===== src/rtl/prog_mem.sv =====
// ---------------------------------------------------------------------------
// prog_mem -- loadable program memory with a registered instruction fetch port.
//
// A small FSM (IDLE -> LOAD -> DONE -> IDLE) streams a program into the word
// array through a valid/ready load port. While idle, a fetch presents the word
// at PC on A (opcode field) and D (immediate field) one cycle later. During a
// load the fetch port is blocked and A/D/instr_valid read as zero (NOP).
//
// Parameters
//   ADDR_W  : PC / address width, DEPTH = 2**ADDR_W words
//   OP_W    : opcode field width (upper bits of a word)
//   IMM_W   : immediate field width (lower bits of a word)
//
// Ports
//   CLK          in   clock, everything changes on the rising edge
//   RST          in   synchronous active-high reset (memory array untouched)
//   PC           in   fetch address
//   fetch_en     in   fetch request for PC this cycle
//   A            out  registered opcode field
//   D            out  registered immediate field
//   instr_valid  out  A/D hold the word from an accepted fetch
//   ld_start     in   begin a program load
//   ld_valid     in   ld_data valid
//   ld_data      in   program word to write
//   ld_last      in   final word of the load
//   ld_ready     out  load word accepted this cycle when ld_valid is high
//   ld_done      out  one-cycle pulse when a load completes
//
// Optional feature, macro PROG_MEM_PARITY_EN:
//   stores an even-parity bit with every word and adds
//   ld_par_inv   in   invert the stored parity bit of the word being written
//   parity_err   out  registered with A/D, 1 when the fetched word fails parity
// ---------------------------------------------------------------------------
module prog_mem #(
   parameter int ADDR_W = 4,
   parameter int OP_W   = 4,
   parameter int IMM_W  = 4
) (
   input  logic                    CLK,
   input  logic                    RST,
   input  logic [ADDR_W-1:0]       PC,
   input  logic                    fetch_en,
   output logic [OP_W-1:0]         A,
   output logic [IMM_W-1:0]        D,
   output logic                    instr_valid,
   input  logic                    ld_start,
   input  logic                    ld_valid,
   input  logic [OP_W+IMM_W-1:0]   ld_data,
   input  logic                    ld_last,
   output logic                    ld_ready,
`ifdef PROG_MEM_PARITY_EN
   input  logic                    ld_par_inv,
   output logic                    parity_err,
`endif
   output logic                    ld_done
);

   localparam int DEPTH = 2 ** ADDR_W;
   localparam int W     = OP_W + IMM_W;
`ifdef PROG_MEM_PARITY_EN
   localparam int MEM_W = W + 1;   // parity bit stored in the MSB
`else
   localparam int MEM_W = W;
`endif

   localparam logic [1:0] S_IDLE = 2'd0;
   localparam logic [1:0] S_LOAD = 2'd1;
   localparam logic [1:0] S_DONE = 2'd2;

   logic [1:0]        state_q, state_d;
   logic [ADDR_W-1:0] cnt_q, cnt_d;
   logic [OP_W-1:0]   a_q, a_d;
   logic [IMM_W-1:0]  d_q, d_d;
   logic              valid_q, valid_d;
   logic [MEM_W-1:0]  mem_q [DEPTH];
   logic [MEM_W-1:0]  rd_word;
   logic [MEM_W-1:0]  wr_word;
   logic              wr_en;
`ifdef PROG_MEM_PARITY_EN
   logic              perr_q, perr_d;
`endif

   assign ld_ready = (state_q == S_LOAD);
   assign ld_done  = (state_q == S_DONE);
   // Reset wins over a load word presented in the same cycle.
   assign wr_en    = ld_ready && ld_valid && !RST;
   assign rd_word  = mem_q[PC];

`ifdef PROG_MEM_PARITY_EN
   // Even parity: XOR over data and parity bit is 0 for a clean word.
   assign wr_word  = {(^ld_data) ^ ld_par_inv, ld_data};
`else
   assign wr_word  = ld_data;
`endif

   always_comb begin
      state_d = state_q;
      cnt_d   = cnt_q;
      a_d     = a_q;
      d_d     = d_q;
      valid_d = valid_q;
`ifdef PROG_MEM_PARITY_EN
      perr_d  = perr_q;
`endif
      case (state_q)
         S_IDLE: begin
            if (ld_start) begin
               // Load has priority over a simultaneous fetch request.
               state_d = S_LOAD;
               cnt_d   = '0;
               a_d     = '0;
               d_d     = '0;
               valid_d = 1'b0;
`ifdef PROG_MEM_PARITY_EN
               perr_d  = 1'b0;
`endif
            end else if (fetch_en) begin
               a_d     = rd_word[W-1:IMM_W];
               d_d     = rd_word[IMM_W-1:0];
               valid_d = 1'b1;
`ifdef PROG_MEM_PARITY_EN
               perr_d  = ^rd_word;
`endif
            end
         end
         S_LOAD: begin
            a_d     = '0;
            d_d     = '0;
            valid_d = 1'b0;
`ifdef PROG_MEM_PARITY_EN
            perr_d  = 1'b0;
`endif
            if (ld_valid) begin
               // The last address completes the load, so the counter never wraps.
               if (ld_last || (cnt_q == '1)) begin
                  state_d = S_DONE;
               end else begin
                  cnt_d = cnt_q + ADDR_W'(1);
               end
            end
         end
         default: begin
            // DONE (and any unreachable code) returns to IDLE after one cycle.
            state_d = S_IDLE;
            a_d     = '0;
            d_d     = '0;
            valid_d = 1'b0;
`ifdef PROG_MEM_PARITY_EN
            perr_d  = 1'b0;
`endif
         end
      endcase
   end

   // NOTE: sequential state uses non-blocking assignments so every register
   // samples the pre-edge values computed by the combinational block above.
   always_ff @(posedge CLK) begin
      if (RST) begin
         state_q <= S_IDLE;
         cnt_q   <= '0;
         a_q     <= '0;
         d_q     <= '0;
         valid_q <= 1'b0;
`ifdef PROG_MEM_PARITY_EN
         perr_q  <= 1'b0;
`endif
      end else begin
         state_q <= state_d;
         cnt_q   <= cnt_d;
         a_q     <= a_d;
         d_q     <= d_d;
         valid_q <= valid_d;
`ifdef PROG_MEM_PARITY_EN
         perr_q  <= perr_d;
`endif
      end
   end

   // NOTE: the word array has no reset; a program survives RST and an aborted
   // load keeps whatever words it had already written.
   always_ff @(posedge CLK) begin
      if (wr_en) begin
         mem_q[cnt_q] <= wr_word;
      end
   end

   assign A           = a_q;
   assign D           = d_q;
   assign instr_valid = valid_q;
`ifdef PROG_MEM_PARITY_EN
   assign parity_err  = perr_q;
`endif

endmodule

===== config.mk =====
export PLATFORM = sky130hd
export DESIGN_NAME = prog_mem
export DESIGN_NICKNAME = d
export VERILOG_FILES = /design/src/rtl/prog_mem.sv
export SDC_FILE = /design/constraint.sdc
export NUM_CORES = 1
export LEC_CHECK = 0
export BUFFER_PORTS_ARGS = -buffer_cell sky130_fd_sc_hd__buf_2
export CAP_MARGIN = 10
export CORE_AREA = 2 2 105 107
export CTS_CLUSTER_SIZE = 25
export DETAILED_ROUTE_END_ITERATION = 16
export DIE_AREA = 0 0 107 109
export GPL_TIMING_DRIVEN = 1
export PLACE_DENSITY = 0.73
export REMOVE_ABC_BUFFERS = 1
export SLEW_MARGIN = 10
export SYNTH_ARGS = -nofsm -noshare
export SYNTH_HDL_FRONTEND = slang
export SYNTH_SLANG_ARGS = --single-unit

===== constraint.sdc =====
create_clock -name CLK -period 2.6 [get_ports CLK]
set_input_delay 0.52 -clock CLK [delete_from_list [all_inputs] [get_ports CLK]]
set_output_delay 0.52 -clock CLK [all_outputs]
set_load 0.01 [all_outputs]

==> out/qor.yml <==
logic_synthesis:
  synth.avg_cell_area_um2: 19.8
  proportion_of_register_bits_with_asynchronous_set_or_reset_after_synthesis_pct: 0
  syn-cell-area_mm2: 0.00572
  netlist.top_cell.by_area: "sky130_fd_sc_hd__edfxtp_1"
  dominant_combinational_cell_family_by_area_after_synthesis: "multiplexers"
  synth-adder-area-share_pct: 0.876
  post-synth-top-count-cell: "sky130_fd_sc_hd__edfxtp_1"
  synth.area.mux_share_pct: 17.2
  synth.lib_cells_used.distinct: 36
  proportion_of_netlist_area_held_by_the_largest_area_contributor_pct: 67.3
  number_of_enable_type_register_cells_in_the_synthesized_netlist: 128
  syn_inst: 289
  share_of_the_synthesized_area_in_compound_gates_ao_oa_aoi_oai_pct: 2.52
  netlist_top_cells_count: "sky130_fd_sc_hd__edfxtp_1 (128), sky130_fd_sc_hd__mux4_1 (19), sky130_fd_sc_hd__mux2_2 (16), sky130_fd_sc_hd__nor2_1 (16), sky130_fd_sc_hd__dfxtp_1 (15)"
  synth_ff_type: "sky130_fd_sc_hd__edfxtp_1"
  synth.area.top_cells: "sky130_fd_sc_hd__edfxtp_1 (67%), sky130_fd_sc_hd__mux4_1 (8.7%), sky130_fd_sc_hd__dfxtp_1 (5.3%), sky130_fd_sc_hd__mux4_2 (5.1%), sky130_fd_sc_hd__mux2_2 (3.2%)"
  post_synth_and_or_nand_nor_area_fraction_pct: 4.66
  yosysSeqAreaShare_pct: 72.5
  synth_seq_cells: 143
  parity_gate_share_of_the_synthesized_area_counting_xor_and_xnor_cells_pct: 0.153
  synth-warning-count: 0
final_layout:
  final_area_mm2: 0.00671
  flow.area_growth_from_synthesis_pct: 17.4
  layout.nets: 366
  stdcell_count: 497
  final.fill_count: 717
  layout.core_utilization_pct: 63.3
  drive_above_1_share_pct: 31.9
  num_antenna_cells: 0
critical_path:
  timing.critical_path.required_ns: 2.08
  crit_arrival_ns: 1.31
  critPathCaptureType: "output pin"
  critical_path_peak_fanout: 6
  crit-reg2reg-launch: "state_q[1]$_SDFFE_PP0P_"
  critPathKind: "reg -> out"
  setup.worst_path.start_class: "flip-flop"
  critical_path.startpoint: "state_q[1]$_SDFFE_PP0P_"
die:
  initial_utilization_pct: 53.9
  die_area_mm2: 0.0117
  rows: 38
  num_io_pins: 29
  die-width_um: 107
  dieHeight_um: 109
  design.core.area_mm2: 0.0106
power_and_ir_drop:
  leakage_uw: 0.00231
  share_seq_of_total_power_pct: 49.4
  power.density_mw_per_mm2: 761
  p_sw_uw: 1040
  p_sw_share_pct: 20.3
  peakVddDrop_uv: 416
  pwr-share-comb_pct: 4.3
  intPower_uw: 4070
  share_of_power_burned_in_the_clock_network_pct: 46.2
sta:
  min_period_over_period_pct: 70.5
  hold_viol: 0
  setup_viol_count_final: 0
  maxSlewHeadroom_pct: 64.3
  totalNegativeSetupSlack_ns: 0
  final_period_minus_worst_setup_slack_ns: 1.83
  worst_slew_pin_slew_ns: 0.528
  timing_max_transition_violations_final: 0
  finalClockSkew_ns: 0.00928
  fmax_mhz: 545
  unrepaired_setup_endpoints_after_global_routing: "no"
clocking:
  path_clk_slew_ns: 0.06
  htreeDepth: 4
  cts-buffers-inserted: 17
  tritoncts_clock_tree: "built"
  post-cts-setup-buffers: 0
  clock_sinks: 143
  post_cts_resized: 0
  cts.path.max_buffers: 2
  cts_root_buf: "sky130_fd_sc_hd__clkbuf_8"
  postCtsHoldBufs: 0
  clkLatencyLatePin_ns: 0.53
global_routing:
  grt_overflow: 0
  grt_util_all_layers_pct: 21.0
  grt_pass1_wl_mm: 17.0
  grt_most_used_layer: "met2"
  via_count_of_the_first_global_routing_pass: 2981
  global_route.usage.met1_pct: 27.4
  grt_start_max_net_pins: 33
  grt_antenna_before_repair: 0
  gr-usage-met3_pct: 5.20
  globalRouteMet2Util_pct: 33.9
route:
  drcViolationCount: 0
  drt_first_iter_violations: 288
  via_count: 2900
  route.detailed.wl_per_inst_um: 22.4
  via_per_inst: 5.84
  drt_first_pass_iters: 5
  antenna_violating_nets_post_route: 0
  finalWirelength_mm: 11.1
place:
  gpl.final_weighted_congestion: 0.778
  numPortBuffers: 28
  post_dp_cell_area_mm2: 0.00610
  dp.cells: 465
  dp_hpwl_mm: 6.85
run:
  maxCapViolations: 0
hold_path:
  startpoint_of_the_tightest_hold_check_path: "RST"
  min-delay-path-class: "in -> reg"
run_status:
  run_status: "finished clean"
-- stage by stage --
stage | setup WS, ns | hold WS, ns | power (µW)
final | 0.767 | 0.186 | 5110
after global routing | 0.678 | 0.167 | 5260
after CTS | 0.733 | 0.160 | 5150
after detailed placement | 0.351 | 0.462 | 2800
after global placement | 0.354 | 0.459 | 2790
after floorplan | 0.672 | 0.486 | 2680
-- routing by layer --
layer  vias up  part of all wire [%]
met5         -                     0
met4         0                   1.2
met3        10                   6.7
met2       108                    50
met1      1494                    42
li1       1288                     -
-- worst max-delay path, cell delays in order (launching register included) --
cell	delay (ns)
sky130_fd_sc_hd__dfxtp_1	0.40
sky130_fd_sc_hd__and2b_1	0.24
sky130_fd_sc_hd__buf_2	0.15
-- cells in the final DEF, fill, tap and decap left out, types with 2 or more instances in the layout --
cell and count:
sky130_fd_sc_hd__nor2_1 16, sky130_fd_sc_hd__buf_2 28, sky130_fd_sc_hd__nand2b_1 10, sky130_fd_sc_hd__or3_1 2, sky130_fd_sc_hd__o21ai_1 6, sky130_fd_sc_hd__clkbuf_8 3, sky130_fd_sc_hd__edfxtp_1 128, sky130_fd_sc_hd__mux2_2 16
sky130_fd_sc_hd__clkinvlp_4 2, sky130_fd_sc_hd__ha_1 4, sky130_fd_sc_hd__dfxtp_1 15, sky130_fd_sc_hd__inv_1 4, sky130_fd_sc_hd__buf_4 21, sky130_fd_sc_hd__clkinv_2 3, sky130_fd_sc_hd__nand3_1 3, sky130_fd_sc_hd__mux4_1 19
sky130_fd_sc_hd__nand2_1 6, sky130_fd_sc_hd__clkinv_4 3, sky130_fd_sc_hd__o21ai_0 4, sky130_fd_sc_hd__nor3_1 5, sky130_fd_sc_hd__mux4_2 13, sky130_fd_sc_hd__a22oi_1 8, sky130_fd_sc_hd__a21oi_1 2, sky130_fd_sc_hd__clkbuf_16 20
-- power by group through the flow --
stage	combinational, µW	clock, µW	sequential (µW)
5_1_grt	240	2500	2530
6_report	222	2360	2530
3_5_place_dp	223	0	2570
2_1_floorplan	107	0	2570
3_3_place_gp	218	0	2570
4_1_cts	224	2400	2530
-- registers in the layout, indices dropped and copies added, names as in the netlist --
signal       cells
mem_q          128
A                4
D                4
cnt_q            4
state_q          2
instr_valid      1
-- layout make-up --
class / count / area, µm² / share of cell area, %
tap: 140 / 175 / 2.61
inverter: 4 / 15.0 / 0.224
clock buffer: 23 / 542 / 8.07
timing repair buffer: 50 / 318 / 4.74
clock inverter: 9 / 65.1 / 0.970
sequential: 143 / 4140 / 61.8
multi-input combinational: 128 / 1450 / 21.6
-- final timing paths --
path	slack [ns]	to	depth (start not counted)
hold / removal	0.19	state_q[0]$_SDFFE_PP0P_	2
setup / recovery	0.77	ld_ready	2
hold reg to reg	0.47	instr_valid$_SDFFE_PP0P_	2
setup reg to reg	0.77	D[3]$_SDFFE_PP0P_	4
-- logic make-up after synthesis --
logic type,Yosys count
flip-flops,143
adder cells (fa/ha/maj),4
buffers and inverters,18
multiplexers,49
AO/OA/AOI/OAI,23
AND/OR/NAND/NOR,51
XOR/XNOR,1
(Power assumes the default switching activity.)
